--- src/rtl/pipeline_hazard_ctrl.sv ---
// Stall/flush sequencer for the 5-stage pipeline: merges taken-branch, load-use
// and data-memory wait hazards into per-stage register controls.
module pipeline_hazard_ctrl #(
    parameter int TIMEOUT = 16,
    parameter int CNT_W   = 16
) (
    input  logic             clk,
    input  logic             rst,
    input  logic             taken_branch,
    input  logic             ex_mem_read,
    input  logic [4:0]       ex_rd,
    input  logic [4:0]       id_rs1,
    input  logic [4:0]       id_rs2,
    input  logic             mem_req,
    input  logic             mem_ready,
    output logic             pc_en,
    output logic             if_id_en,
    output logic             if_id_flush,
    output logic             id_ex_en,
    output logic             id_ex_flush,
    output logic             ex_mem_en,
    output logic             mem_wb_bubble,
    output logic             fault,
    output logic [CNT_W-1:0] flush_cnt,
    output logic [CNT_W-1:0] stall_cnt
);

    localparam int WW = $clog2(TIMEOUT);
    localparam logic [WW-1:0]    WAIT_ONE  = 1;
    localparam logic [WW-1:0]    WAIT_LAST = WW'(TIMEOUT - 1);
    localparam logic [CNT_W-1:0] CNT_ONE   = 1;

    typedef enum logic [1:0] {RUN, MEM_WAIT, FAULT} state_t;

    state_t         state;
    logic [WW-1:0]  wait_cnt;
    logic           miss;
    logic           lu_hz;
    logic           do_flush;
    logic           do_stall;

    assign miss  = mem_req & ~mem_ready;
    assign lu_hz = ex_mem_read & (ex_rd != 5'd0) & ((ex_rd == id_rs1) | (ex_rd == id_rs2));

    // A memory freeze holds EX, so a pending branch is acted on only once the wait ends.
    assign do_flush = (state != FAULT) & ~miss & taken_branch;
    assign do_stall = (state != FAULT) & ~miss & ~taken_branch & lu_hz;

    always_comb begin
        pc_en         = 1'b1;
        if_id_en      = 1'b1;
        if_id_flush   = 1'b0;
        id_ex_en      = 1'b1;
        id_ex_flush   = 1'b0;
        ex_mem_en     = 1'b1;
        mem_wb_bubble = 1'b0;
        if (state == FAULT || miss) begin
            pc_en         = 1'b0;
            if_id_en      = 1'b0;
            id_ex_en      = 1'b0;
            ex_mem_en     = 1'b0;
            mem_wb_bubble = 1'b1;
        end else if (taken_branch) begin
            if_id_flush = 1'b1;
            id_ex_flush = 1'b1;
        end else if (lu_hz) begin
            pc_en       = 1'b0;
            if_id_en    = 1'b0;
            id_ex_flush = 1'b1;
        end
    end

    always_ff @(posedge clk) begin
        if (rst) begin
            state     <= RUN;
            wait_cnt  <= '0;
            fault     <= 1'b0;
            flush_cnt <= '0;
            stall_cnt <= '0;
        end else begin
            case (state)
                RUN: begin
                    if (miss) begin
                        state    <= MEM_WAIT;
                        wait_cnt <= WAIT_ONE;
                    end
                end
                MEM_WAIT: begin
                    if (!miss) begin
                        state    <= RUN;
                        wait_cnt <= '0;
                    end else if (wait_cnt == WAIT_LAST) begin
                        state <= FAULT;
                        fault <= 1'b1;
                    end else begin
                        wait_cnt <= wait_cnt + WAIT_ONE;
                    end
                end
                FAULT: begin
                    state <= FAULT;
                end
                default: begin
                    state    <= RUN;
                    wait_cnt <= '0;
                end
            endcase
            if (do_flush && flush_cnt != '1)
                flush_cnt <= flush_cnt + CNT_ONE;
            if (do_stall && stall_cnt != '1)
                stall_cnt <= stall_cnt + CNT_ONE;
        end
    end

endmodule

--- config.mk ---
export PLATFORM = sky130hd
export DESIGN_NAME = pipeline_hazard_ctrl
export DESIGN_NICKNAME = d
export VERILOG_FILES = /design/src/rtl/pipeline_hazard_ctrl.sv
export SDC_FILE = /design/constraint.sdc
export NUM_CORES = 1
export LEC_CHECK = 0
export BUFFER_PORTS_ARGS = -buffer_cell sky130_fd_sc_hd__buf_2
export CAP_MARGIN = 20
export CORE_MARGIN = 2
export CORE_UTILIZATION = 57
export CTS_CLUSTER_SIZE = 12
export DETAILED_ROUTE_END_ITERATION = 10
export MAX_ROUTING_LAYER = met4
export PLACE_DENSITY_LB_ADDON = 0.05
export RECOVER_POWER = 25
export SETUP_SLACK_MARGIN = 0.5
export SLEW_MARGIN = 0
export SYNTH_ARGS = -nofsm -noshare
export SYNTH_HDL_FRONTEND = slang
export SYNTH_SLANG_ARGS = --single-unit
--- constraint.sdc ---
create_clock -name clk -period 3.8 [get_ports clk]
set_input_delay 0.57 -clock clk [delete_from_list [all_inputs] [get_ports clk]]
set_output_delay 0.57 -clock clk [all_outputs]
set_load 0.05 [all_outputs]
# Yosys cells after proc, flatten, opt, wreduce, memory -nomap -nowiden
# Cells that the tools add are included.
# totals
regBits	39
input_bits	21
out_inout_bits	40
# classes
add_sub_neg	3
eq_ne	11
muxes	18
bitwise	12
n_reduce_logical	8
# ops
operator	n
$add A16 B1 Y16 const B	2
$ne A16 B16 Y1 const B	2
$mux W4	3
$pmux W4 S3	1
$eq A5 B5 Y1	2
$mux W1	10
$and A1 B1 Y1	7
$mux W2	3
$ne A3 B3 Y1 const B	2
$pmux W2 S3	1
$reduce_and A3 Y1	2
$reduce_bool A5 Y1	1
$add A4 B1 Y4 const B	1
$eq A4 B4 Y1 const B	1
$ne A2 B2 Y1 const B	2
$not A1 Y1	4
$eq A2 B1 Y1 const B	1
$eq A2 B2 Y1 const B	1
$logic_and A1 B1 Y1	2
$logic_not A2 Y1	1
$reduce_and A2 Y1	1
$logic_or A1 B1 Y1	1
$or A1 B1 Y1	1

# Depth between registers and ports, before layout
# depth
word_depth	7
mapped_depth	7
depth_no_buf	6

# Worst setup path after synthesis
# OpenSTA, ideal clock, no wires.
# synth_path
kind	input to output
from	in mem_req
to	out pc_en
t_arrival_ps	3142
t_required_ps	3230
slack_ps	88
stages	5
path_buffers	1
cell_sequence	nor2b_1 nor2_1 inv_1 nor2_1 buf_4
# synth_between
elab_chain_cells	3
# synth_rtl
item	line	text
start, declared	14	input logic mem_req,
$and A1 B1 Y1	42	assign miss = mem_req & ~mem_ready;
$logic_or A1 B1 Y1	57	if (state == FAULT || miss) begin
$mux W1	-	
end, declared	16	output logic pc_en,
# Every way passes these cells.

# Worst setup path after layout
# layout_path
from	in ex_rd[1]
to	out id_ex_flush
# layout_between
elab_chain_cells	6
word_cells_on_any_way	9
classes_between	2 x eq/ne; 3 x mux; 3 x bitwise; 1 x reduce/logical
# layout_rtl
item	line	text
start, declared	11	input logic [4:0] ex_rd,
$eq A5 B5 Y1 / $reduce_bool A5 Y1 (equally long branches)	43	assign lu_hz = ex_mem_read & (ex_rd != 5'd0) & ((ex_rd == id_rs1) | (ex_rd == id_rs2));
$or A1 B1 Y1 / $and A1 B1 Y1 (equally long branches)	43	
$and A1 B1 Y1 *	43	
$mux W1 *	66	end else if (lu_hz) begin
$mux W1 *	63	end else if (taken_branch) begin
$mux W1 *	57	
end, declared	20	output logic id_ex_flush,
# Every way passes the cells marked *; elsewhere a longest branch is shown, timed or not.

==> results by stage <==
Run status:
- The run finished with clean final reports.

Clock network:
- The clock-pin slew reported for the worst setup and hold paths after clock tree synthesis is 0.08 ns.
- Counting the buffers created by CTS gives 5.
- The count of cells resized by post-cts repair is 0.
- The clock reaches the later pin of the worst-skew pair after 0.29 ns.
- The buffer count from post-CTS setup fixing is 0.
- The clock tree from TritonCTS is yes.
- The tree is rooted in a clkbuf_8.
- CTS built an H-tree with a depth of 2.
- For this design, the CTS-stage hold fixing added 0 buffers.
- The clock passes through at most 2 buffers.
- Counting every sink on the clock net gives 39.

Drt:
- The number of optimization iterations in the first detailed-route pass is 4.
- The routed layout has approximately 2100 vias.
- The DRC violations left is 0.
- The wire length reported by the detailed router is 5130 um.
- The wire length per cell after detailed routing is 13.7 um.
- The ratio of routed vias to standard cells is roughly 5.7.
- The first routing iteration left 147 violations.
- In this run the remaining antenna-violating nets after routing total 0.

Worst setup path:
- The most numerous cell type found on the critical path is buf_2.
- On the critical path, the stage with the largest delay is an instance of or4_4.
- On the worst path, the slowest cell contributes a delay of 0.55 ns.
- The critical path capture point type is an output port.
- The type of the setup path with the least slack is in -> out.
- For the worst setup path, the data required time is between 3 and 4 ns.
- The critical path goes through buf_2, or4_4, o21ai_4, nor2_1, o21a_1, buf_2.
- The maximum fanout count along the critical path is 7.
- For flop-to-flop paths, the worst setup slack is 1.73 ns.
- The kind of start point of the critical path is an input port.
- The arrival time at the worst endpoint is 1.98 ns.

Timing:
- The tightest slew margin relative to the limit is 42.8%.
- For the final database, setup skew stands at ~0.0065 ns.
- Static timing analysis puts the maximum clock frequency at 0.393 GHz.
- The final hold violation count is 0.
- Setup repair after global routing left no endpoint under its margin.
- The number of endpoints failing setup at the final stage is 0.
- The part of the cycle the worst path needs is 67.0%.
- In the final timing run, aggregate negative setup slack is 0 ns.
- The number of pins with negative max-slew slack in the final report came to 0.
- Subtracting the final worst setup slack from the clock period gives 2.55 ns.
- At the pin with the least slew margin, the transition time is 0.858 ns.

Synthesis:
- The synthesized area per cell is 8.69 um2.
- The warning count from the yosys run is 0.
- The leading area contributor after synthesis is dfxtp_1.
- The unique cell type count in the Yosys netlist is 46.
- The flip-flop and latch count after synthesis is 39.
- The register area share after synthesis is 33.6%.
- By area the synthesized netlist is led by dfxtp_1, xor2_1, nor2_1, nand4_1, mux2_4.
- When the netlist entered floorplanning its net count stood at 291.
- The fraction of post-synthesis cell area in the top cell type by area is 33.6%.
- In the synthesized netlist the async set-or-reset flop fraction comes to 0%.
- The cell count after synthesis is 267.
- The synthesized design contains 0 enable-type register cells.
- The mapped cell area is 2320 um2.
- The most instantiated flip-flop cell in the synthesis netlist is dfxtp_1.

Floorplan:
- The initialized floorplan defines 23 standard-cell rows.
- The die is 67.8 um wide.
- 61 I/O pins were placed.
- The die covers 4600 um2.
- The floorplan die height is 67.8 um.
- The region available for standard cell placement spans between 3000 and 4000 um2.
- For this configuration, the core starts out at a cell density of 58.4%.

Global routing:
- The total global routing track utilization is between 20% and 30%.
- After global routing the overflow that remains totals 0.
- The number of global-route vias before repair is 1783.
- The number of antenna violations at the first check in global routing is 0.
- The wire length of the first global-routing pass is 8240 um.
- The largest net degree at the start of global routing is 51.

Finish:
- The multi-input combinational cell area is 1440 um2.
- The number of antenna diodes in the final layout is 0.
- The share of final-layout standard cells stronger than drive strength 1 is 24.5%.
- The sequential cells in the finished layout cover a total of 781 um2.
- The filler cell count in the final layout is 360.
- The utilization after layout is 68.2%.
- Relative to the synthesized area, the layout overhead comes to 16.7%.
- At the end of the flow, the number of nets in the layout was ~350.

Place:
- The routability-driven placement congestion ratio is 0.792.
- The count of buffers added on input and output ports is 60.
- Summed over all nets, the half-perimeter wirelength after detailed placement is ~3700 um.

Run:
- The tool flagged a number of max-cap violations equal to 0.

Hold path:
- The worst min-delay path class is reg -> reg.

Power:
- The final total power is 0.000875 W.
- For this design the ratio of total power to cell area is ~320 nW/um2.
- The analysis attributes to cell leakage a power of 1.05 nW.
- The largest vdd supply drop is 0.215 mV.
[critical path, delay by kind of cell]
kind	cells	cell delay [ns]
compound gates	2	0.45
buf+inv	2	0.33
simple gates	2	0.62
[state kept, by name, summed over array words and instances, names as in the netlist]
name / cells
stall_cnt: 16
flush_cnt: 16
wait_cnt: 4
state: 2
fault: 1
[path summary, 6_finish.rpt]
path / cells past startpoint / end / start
max: 6 / id_ex_flush / ex_rd[1]
min: 2 / fault / fault
max reg2reg: 6 / stall_cnt[15] / stall_cnt[0]
min reg2reg: 2 / fault / fault
[metal layers]
| layer | up-vias | wire length (um) | track usage (%) | part of all wire (%) |
|---|---|---|---|---|
| li1 | 1073 | - | - | - |
| met1 | 975 | 2460 | 32.5 | 48 |
| met2 | 73 | 2380 | 36.9 | 46 |
| met3 | 4 | 264 | 5.26 | 5.1 |
| met4 | 0 | 31 | 6.00 | 0.60 |
| met5 | - | 0 | - | 0 |
[kinds of logic after synthesis]
family	count (synthesis)	synth area share [%]
compound gates	26	7.76
buf+inv	17	4.37
simple gates	144	36.1
fa+ha+maj	3	1.62
xor+xnor	26	9.81
mux	12	6.68
flops	39	33.6
[layout by cell type, fill, tap and decap left out, types with 4 or more instances in the layout]
cell      count
dfxtp_1      39
a21oi_1       9
nand2_1      11
nor2b_1      11
and4_1        6
clkbuf_1     15
clkbuf_8      6
o21ai_0       4
mux2_4        6
nand4_1      18
nand2b_1      5
inv_1         4
and3_1        7
nor4_1        5
buf_2        45
nor3_1        7
nor2_1       37
xor2_1       18
nor3_2        5
nand3_1      11
xnor2_1       8
[synthesized netlist by cell type, types with 2 or more instances]
library cell,number
o21a_1,2
nor2_1,39
a311oi_1,2
a31oi_1,2
mux2i_1,2
and3_1,7
xnor2_1,8
or4_4,2
nand2b_1,5
and2_1,3
ha_1,3
or4_1,3
and4_1,6
a21oi_1,9
clkbuf_1,5
xor2_1,18
nor4_1,5
nand3_1,11
nand2_1,11
buf_2,2
nand4_1,18
dfxtp_1,39
buf_4,3
mux2_2,3
nor4_2,2
o31ai_1,3
mux2_4,6
or3_1,3
nor3b_1,2
nor3_1,7
nor3_2,5
o21ai_0,4
nor2b_1,11
inv_1,4
[area by class of cell]
class                      instances  share of cell area [%]
clock buffer                       6                    3.05
clock inverter                     2                    1.29
inverter                           4                   0.554
multi-input combinational        211                    53.3
sequential                        39                    28.8
tap                               50                    2.31
timing repair buffer              61                    10.7
[per-stage QoR]
stage,setup WS (ns),hold slack (ns),instance area (um2),instances
detailed placement,1.25,0.437,2610,365
global placement,1.28,0.430,2610,365
global route,1.19,0.487,2710,373
CTS,1.25,0.449,2730,373
floorplan,0.711,0.478,2330,267
finish,1.25,0.453,2710,373
[report_power, final]
part	internal, W	switching, W	total, W
logic	0.0000304	0.0000703	0.000101
clock network	0.000212	0.000145	0.000358
registers	0.000412	0.00000496	0.000417
Note: power is estimated with default switching activity, not from simulation.
